<file path="config.mk">
export PLATFORM = sky130hd
export DESIGN_NAME = yasac_control_unit
export DESIGN_NICKNAME = d
export VERILOG_FILES = /design/src/rtl/yasac_control_unit.sv
export SDC_FILE = /design/constraint.sdc
export NUM_CORES = 1
export LEC_CHECK = 0
export CAP_MARGIN = 0
export CORE_UTILIZATION = 50
export DETAILED_ROUTE_END_ITERATION = 12
export GPL_TIMING_DRIVEN = 0
export PLACE_DENSITY = 0.93
export REMOVE_ABC_BUFFERS = 1
export SLEW_MARGIN = 10
export SYNTH_ARGS = -nofsm -noshare
export SYNTH_HDL_FRONTEND = slang
export SYNTH_SLANG_ARGS = --single-unit
</file>
<file path="constraint.sdc">
create_clock -name clk_i -period 3.4 [get_ports clk_i]
set_clock_uncertainty 0.1 [all_clocks]
set_input_delay 0.34 -clock clk_i [delete_from_list [all_inputs] [get_ports clk_i]]
set_output_delay 0.34 -clock clk_i [all_outputs]
set_load 0.1 [all_outputs]
</file>
<file path="src/rtl/yasac_control_unit.sv">
// rtl/yasac_control_unit.sv - YASAC fetch/decode/execute control unit
module yasac_control_unit #(
    parameter logic [7:0] RESET_PC = 8'h00
) (
    input  logic        clk_i,
    input  logic        rst_i,
    output logic        imem_req_o,
    output logic [7:0]  imem_addr_o,
    input  logic        imem_ack_i,
    input  logic [15:0] imem_data_i,
    input  logic [7:0]  st_i,
    output logic [3:0]  alu_operation_o,
    output logic [2:0]  rd_sel_o,
    output logic [2:0]  rs_sel_o,
    output logic        b_imm_o,
    output logic [7:0]  imm_o,
    output logic        reg_we_o,
    output logic        st_we_o,
    output logic        halted_o,
    output logic        illegal_o
);

    // ALU operation codes shared with the datapath
    localparam logic [3:0] ALU_TRA = 4'd0;
    localparam logic [3:0] ALU_TRB = 4'd1;
    localparam logic [3:0] ALU_ADD = 4'd2;
    localparam logic [3:0] ALU_SUB = 4'd3;
    localparam logic [3:0] ALU_AND = 4'd4;
    localparam logic [3:0] ALU_OR  = 4'd5;
    localparam logic [3:0] ALU_EOR = 4'd6;
    localparam logic [3:0] ALU_NEG = 4'd7;
    localparam logic [3:0] ALU_ROR = 4'd8;
    localparam logic [3:0] ALU_ROL = 4'd9;

    // Status register bit positions (---SVNZC)
    localparam int CF = 0;
    localparam int ZF = 1;
    localparam int NF = 2;
    localparam int SF = 4;

    typedef enum logic [1:0] {
        S_FETCH   = 2'd0,
        S_DECODE  = 2'd1,
        S_EXECUTE = 2'd2,
        S_HALT    = 2'd3
    } state_t;

    state_t      state_q, state_d;
    logic [7:0]  pc_q, pc_d;
    logic [15:0] ir_q, ir_d;

    logic [3:0]  opcode;
    logic        dec_reg_we;
    logic        dec_st_we;
    logic        br_taken;
    logic        in_exec;

    // Overflow flag and IR[11] are not consumed by this controller
    logic        unused_bits;
    assign unused_bits = &{1'b0, st_i[7:5], st_i[3], ir_q[11]};

    assign opcode      = ir_q[15:12];
    assign rd_sel_o    = ir_q[10:8];
    assign rs_sel_o    = ir_q[2:0];
    assign imm_o       = ir_q[7:0];
    assign imem_addr_o = pc_q;
    assign in_exec     = (state_q == S_EXECUTE);

    // Request is masked while reset is held, since the state already reads FETCH
    assign imem_req_o  = (state_q == S_FETCH) && !rst_i;
    assign reg_we_o    = in_exec && dec_reg_we;
    assign st_we_o     = in_exec && dec_st_we;
    assign illegal_o   = in_exec && (opcode == 4'hE);
    assign halted_o    = (state_q == S_HALT);

    // Opcode decode: ALU operation, operand B source and write enables
    always_comb begin
        alu_operation_o = ALU_TRA;
        b_imm_o         = 1'b0;
        dec_reg_we      = 1'b0;
        dec_st_we       = 1'b0;
        case (opcode)
            4'h1: begin alu_operation_o = ALU_ADD; dec_reg_we = 1'b1; dec_st_we = 1'b1; end
            4'h2: begin alu_operation_o = ALU_SUB; dec_reg_we = 1'b1; dec_st_we = 1'b1; end
            4'h3: begin alu_operation_o = ALU_AND; dec_reg_we = 1'b1; dec_st_we = 1'b1; end
            4'h4: begin alu_operation_o = ALU_OR;  dec_reg_we = 1'b1; dec_st_we = 1'b1; end
            4'h5: begin alu_operation_o = ALU_EOR; dec_reg_we = 1'b1; dec_st_we = 1'b1; end
            4'h6: begin alu_operation_o = ALU_TRB; dec_reg_we = 1'b1; end
            4'h7: begin alu_operation_o = ALU_NEG; dec_reg_we = 1'b1; dec_st_we = 1'b1; end
            4'h8: begin alu_operation_o = ALU_ROR; dec_reg_we = 1'b1; dec_st_we = 1'b1; end
            4'h9: begin alu_operation_o = ALU_ROL; dec_reg_we = 1'b1; dec_st_we = 1'b1; end
            4'hA: begin alu_operation_o = ALU_TRB; b_imm_o = 1'b1; dec_reg_we = 1'b1; end
            4'hB: begin alu_operation_o = ALU_SUB; dec_st_we = 1'b1; end
            default: ;
        endcase
    end

    // Branch condition evaluated against the live status register
    always_comb begin
        br_taken = 1'b0;
        case (ir_q[10:8])
            3'b000: br_taken =  st_i[ZF];
            3'b001: br_taken = !st_i[ZF];
            3'b010: br_taken =  st_i[CF];
            3'b011: br_taken = !st_i[CF];
            3'b100: br_taken =  st_i[NF];
            3'b101: br_taken = !st_i[NF];
            3'b110: br_taken =  st_i[SF];
            3'b111: br_taken = !st_i[SF];
            default: br_taken = 1'b0;
        endcase
    end

    // Next-state, PC and IR update
    always_comb begin
        state_d = state_q;
        pc_d    = pc_q;
        ir_d    = ir_q;
        case (state_q)
            S_FETCH: begin
                if (imem_ack_i) begin
                    ir_d    = imem_data_i;
                    pc_d    = pc_q + 8'd1;
                    state_d = S_DECODE;
                end
            end
            S_DECODE: state_d = S_EXECUTE;
            S_EXECUTE: begin
                state_d = S_FETCH;
                case (opcode)
                    4'hC: if (br_taken) pc_d = pc_q + ir_q[7:0];
                    4'hD: pc_d = ir_q[7:0];
                    4'hF: state_d = S_HALT;
                    default: ;
                endcase
            end
            S_HALT: state_d = S_HALT;
            default: state_d = S_FETCH;
        endcase
    end

    // State, PC and instruction registers
    always_ff @(posedge clk_i or posedge rst_i) begin
        if (rst_i) begin
            state_q <= S_FETCH;
            pc_q    <= RESET_PC;
            ir_q    <= 16'h0000;
        end else begin
            state_q <= state_d;
            pc_q    <= pc_d;
            ir_q    <= ir_d;
        end
    end

endmodule

</file>
After elaboration in Yosys (flattened, before gate mapping)

Cells that the tools add are included.

$add $sub $neg: 2
Multipliers: 0
Div/mod/pow operators: 0
Magnitude comparators: 0
Equality and inequality tests: 28
Shifts and indexed selects: 0
Muxes and demuxes: 12
Bitwise gates (word level): 0
Reductions and logical operators: 18

Operators with widths:

| operator                                                        | count |
|---|---|
| 4-bit case mux with 9 select lines                              | 1 |
| 4-bit == test, second input constant                            | 8 |
| 8-bit case mux with 2 select lines                              | 2 |
| 4-bit by 3-bit == test with 1-bit output, second input constant | 4 |
| 8-bit two-way mux                                               | 2 |
| 3-bit == test, second input constant                            | 4 |
| 10-bit OR reduction                                             | 1 |
| 9-bit OR reduction                                              | 1 |
| 8-bit by 1-bit adder with 8-bit output, second input constant   | 1 |
| 8-bit adder                                                     | 1 |
| 4-bit by 2-bit == test with 1-bit output, second input constant | 2 |
| 1-bit case mux with 8 select lines                              | 1 |
| 2-bit case mux with 4 select lines                              | 1 |
| 3-bit by 2-bit == test with 1-bit output, second input constant | 2 |
| 1-bit logical NOT                                               | 5 |
| 2-bit == test, second input constant                            | 2 |
| 4-bit by 1-bit == test with 1-bit output, second input constant | 1 |
| 1-bit logical AND                                               | 4 |
| 2-bit two-way mux                                               | 2 |
| 4-bit AND reduction                                             | 1 |
| 2-bit OR reduction                                              | 2 |
| 3-bit by 1-bit == test with 1-bit output, second input constant | 1 |
| 3-bit logical NOT                                               | 1 |
| 1-bit two-way mux                                               | 3 |
| 7 further kinds                                                 | 7 |

Register bits after elaboration: 26
Latch bits: 0
Bits in writable memories: 0
Bits in read-only memories: 0
Logic and storage cells: 63
Memories kept: 0

Logic depth before layout (Yosys ltp)

Depth after elaboration: 5
Depth in mapped cells: 10

Worst setup path before layout

Ideal clock, no wire load.

Kind: register to output
From: reg state_q[0]
To: out illegal_o
Arrival time: 3.664 ns
Slack: -0.704 ns
Stages on the path, launching flop included: 4
Buffers on the path: 1
Path through: dfrtp_1 -> nand2b_1 -> buf_2 -> nor4_1

Word-level cells in the longest chain between the ends: 2

RTL lines:

| what                   | line | RTL |
|---|---|---|
| start, declared        | 48   | `state_t state_q, state_d;` |
| start signal, assigned | 149  | `state_q <= state_d;` |
| 2-bit == test          | 67   | `assign in_exec = (state_q == S_EXECUTE);` |
| 1-bit logical AND      | 73   | `assign illegal_o = in_exec && (opcode == 4'hE);` |
| end, declared          | 20   | `output logic illegal_o` |

No other way between the ends.

Worst setup path in the final report

Same ends and word-level chain as after synthesis.

==> impl_metrics.csv <==
group,metric,value,unit
detailed_routing,num_vias,1742,
yosys,seq_area_frac_synth,33.6,%
cells_and_area,flow.area_growth_from_synthesis,25.6,%
timing,fin_crit_sh,92.3,%
timing,rsz_0062_raised_after_global_routing,"no",
floorplanning,die_h,63,um
detailed_routing,first_pass_iters,4,
yosys,postSynth.topFlopCell,"sky130_fd_sc_hd__dfrtp_1",
yosys,post-synth-top-area-cell,"sky130_fd_sc_hd__dfrtp_1",
worst_setup_path,crit_fanout,15,
timing,finalSetupViolCount,0,
clocking,cts_tree,"done",
detailed_routing,vias_per_cell,5.58,
global_routing,grt_first_pass_wirelength,7080,um
clocking,clock_transition_time_at_the_flip_flop_clock_pins_of_the_worst_setup_and_hold_paths,0.09,ns
timing,fmax,0.319,GHz
yosys,yosys_warnings,0,
floorplanning,top_level_port_count,59,
worst_setup_path,cp_cell_sequence,"nand2b_1 -> nor4_1 -> clkdlybuf4s50_1",
place,placed_area,2290,um2
hold_path,whs_endpoint,"ir_q[7]",
floorplanning,standard_cell_core_area,3440,um2
hold_path,min-delay-start,"ir_q[7]",
clocking,cts_setup_buffers,0,
clocking,h-tree-depth,1,
floorplanning,die_area,3970,um2
global_routing,grt_overflow_total,0,
outcome,status,"finished, final reports clean",
place,port_buffers,53,
clocking,sink_count,25,
timing,number_of_max_slew_violations_in_the_final_report,0,
worst_setup_path,critical_path.startpoint_type,"flop",
cells_and_area,fin_nets,303,
yosys,netlist-cell-type-count,47,
timing,final_critical_path_time_including_i_o_delays_and_setup,3.14,ns
floorplanning,die_w,63,um
worst_setup_path,cpMaxStageDelayCell,"sky130_fd_sc_hd__clkdlybuf4s50_1",
hold_path,hold-path-cell-count,2,
detailed_routing,routedLengthMet1,1780,um
yosys,netlist_instances,233,
worst_setup_path,timing.critical_path.slowest_cell_delay,1.20,ns
hold_path,hold_class,"flop to flop",
floorplanning,num_rows,21,
worst_setup_path,r2r_setup_slack,1.01,ns
worst_setup_path,worstSetupEndpointType,"primary output",
detailed_routing,route.met3.wl,228,um
yosys,netlist_area,1860,um2
clocking,cts_inserted_buffers,3,
detailed_routing,routed-wl-met2,2110,um
place,post-dp-hpwl,3060,um
clocking,cts_root_buffer,"sky130_fd_sc_hd__clkbuf_8",
worst_setup_path,worst_r2r_path_depth,10,
yosys,synth_enable_flop_cells,0,
yosys,netlist.area_leader.share,33.6,%
cells_and_area,antenna_cells_inserted,0,
global_routing,first_global_vias,1631,
detailed_routing,post_detailed_route_count_of_antenna_violating_nets,0,
clocking,cts_buffer_depth,2,
clocking,clk_latency,0.27,ns
yosys,ys_ff_latch,25,
worst_setup_path,rr_startpoint,"imem_addr_o[0]",
detailed_routing,routed_wire_length_per_instance,13.3,um
worst_setup_path,critical-path-top-delay-family,"buffers and inverters",
cells_and_area,num-fill-cells,273,
timing,worst_slew_margin_rel,34.1,%
clocking,cts_hold_repair.buffers,0,
worst_setup_path,worst-endpoint-required,2.96,ns
global_routing,globalRouteTotalUtil,22.1,%
cells_and_area,layout.cell_area.non_filler,2340,um2
job,cap_violations,0,
timing,final_hold_viol_count,0,
global_routing,antenna_found_initial,0,
worst_setup_path,worst_ep_arrival_time,2.70,ns
yosys,postSynthAreaPerCell,7.99,um2
timing,worstMarginPinSlew,0.986,ns
yosys,netlist_top_cells_area,"sky130_fd_sc_hd__dfrtp_1 34%, sky130_fd_sc_hd__nand2_1 9.7%, sky130_fd_sc_hd__buf_4 6.1%",
floorplanning,initial_utilization,54.1,%
clocking,cts_repair_resize_count,0,
place,gp_congestion,0.817,
detailed_routing,highest_layer,"met4",
worst_setup_path,setup.worst_path.class,"flop to primary output",
yosys,synth_async_sr_flop_share,100,%
worst_setup_path,worstReg2RegEnd,"imem_addr_o[4]",
cells_and_area,drive_gt1_share,5.26,%
detailed_routing,drt_wl_total,4150,um
worst_setup_path,buffer_and_inverter_count_on_the_worst_path,1,
global_routing,grt_start_max_net_pins,26,
detailed_routing,drt_drc_violations_left,0,
detailed_routing,dr_iter_0_viols,122,
sequential cells by signal, summed over array words and instances (netlist names):
name and cells:
imem_addr_o 8, state_q 2, ir_q 15
through the flow:
stage	cells	setup TNS (ns)	setup WS (ns)	hold slack [ns]	utilization, %
final	312	0	0.262	0.432	67.9
after global routing	312	0	0.118	0.476	67.9
after CTS	312	0	0.273	0.436	67.9
after detailed placement	308	0	0.604	0.414	66.5
after global placement	308	0	0.583	0.413	66.5
after floorplan	209	-0.810	-0.690	0.267	-
placed cells by master, fill, tap and decap left out, types with 2 or more instances in the layout:
cell type and n:
sky130_fd_sc_hd__nand3b_1 2, sky130_fd_sc_hd__xor2_1 3, sky130_fd_sc_hd__nor2_1 17, sky130_fd_sc_hd__nand2_1 48, sky130_fd_sc_hd__xnor2_1 3, sky130_fd_sc_hd__inv_1 9, sky130_fd_sc_hd__o21a_1 3, sky130_fd_sc_hd__nor2b_1 4
sky130_fd_sc_hd__and2_1 2, sky130_fd_sc_hd__dfrtp_1 25, sky130_fd_sc_hd__nor3_1 7, sky130_fd_sc_hd__nand3_1 11, sky130_fd_sc_hd__clkbuf_8 3, sky130_fd_sc_hd__clkdlybuf4s50_1 53, sky130_fd_sc_hd__a21oi_1 16, sky130_fd_sc_hd__nand2b_1 2
sky130_fd_sc_hd__nor3b_1 2, sky130_fd_sc_hd__mux2i_1 5, sky130_fd_sc_hd__ha_1 8, sky130_fd_sc_hd__o21bai_1 2, sky130_fd_sc_hd__o21ai_0 14, sky130_fd_sc_hd__and3_1 3, sky130_fd_sc_hd__o21ai_2 2
routing by layer:
layer  global-route usage, %  up-vias
met5                       0        -
met2                    39.0       62
met3                    2.74        4
met4                    6.10        0
li1                        -      850
met1                    28.0      826
worst max path at each step:
stage	from	end	slack (ns)	depth (start not counted)
2_1_floorplan	state_q[0]	illegal_o	-0.69	2
5_1_grt	state_q[0]	illegal_o	0.12	3
3_3_place_gp	state_q[0]	illegal_o	0.58	3
4_1_cts	state_q[0]	illegal_o	0.27	3
3_5_place_dp	state_q[0]	illegal_o	0.60	3
6_report	state_q[0]	illegal_o	0.26	3
synthesized netlist by cell type (3+ instances only):
| cell | n |
|---|---|
| sky130_fd_sc_hd__a21oi_1 | 16 |
| sky130_fd_sc_hd__and3_1 | 3 |
| sky130_fd_sc_hd__buf_2 | 5 |
| sky130_fd_sc_hd__buf_4 | 15 |
| sky130_fd_sc_hd__dfrtp_1 | 25 |
| sky130_fd_sc_hd__ha_1 | 8 |
| sky130_fd_sc_hd__inv_1 | 9 |
| sky130_fd_sc_hd__mux2i_1 | 5 |
| sky130_fd_sc_hd__nand2_1 | 48 |
| sky130_fd_sc_hd__nand3_1 | 11 |
| sky130_fd_sc_hd__nor2_1 | 17 |
| sky130_fd_sc_hd__nor2b_1 | 4 |
| sky130_fd_sc_hd__nor3_1 | 7 |
| sky130_fd_sc_hd__o21a_1 | 3 |
| sky130_fd_sc_hd__o21ai_0 | 14 |
| sky130_fd_sc_hd__xnor2_1 | 3 |
| sky130_fd_sc_hd__xor2_1 | 3 |
kinds of logic after synthesis:
logic type / count (synthesis) / share of synthesized area, %
DFF: 25 / 33.6
adders and majority gates: 9 / 6.46
buffers and inverters: 34 / 10.6
xor gates and xnor gates: 6 / 2.82
muxes: 5 / 2.69
AOI/OAI and AO/OA: 52 / 18.8
and+or+nand+nor: 102 / 24.9
worst reg2reg max path, cell delays in order, from the launching register on:
cell and delay, ns:
sky130_fd_sc_hd__dfrtp_1 0.47, sky130_fd_sc_hd__ha_1 0.22, sky130_fd_sc_hd__inv_1 0.06, sky130_fd_sc_hd__fa_1 0.43, sky130_fd_sc_hd__nor2b_1 0.13, sky130_fd_sc_hd__o21a_1 0.14
sky130_fd_sc_hd__o21a_1 0.15, sky130_fd_sc_hd__nor3_1 0.06, sky130_fd_sc_hd__a21oi_1 0.17, sky130_fd_sc_hd__o32ai_1 0.12, sky130_fd_sc_hd__a22o_1 0.25
cell type report:
| class | instances | area (um2) | share of cell area [%] |
|---|---|---|---|
| Multi-Input combinational cell | 174 | 1040 | 44.4 |
| Timing Repair Buffer | 53 | 531 | 22.7 |
| Sequential cell | 25 | 626 | 26.8 |
| Clock inverter | 1 | 7.51 | 0.321 |
| Tap cell | 46 | 57.6 | 2.46 |
| Clock buffer | 3 | 41.3 | 1.77 |
| Inverter | 10 | 37.5 | 1.61 |
Power is left out: the tool's default activity adds up to more than one toggle a clock period on the data nets, which glitch-free logic cannot reach.
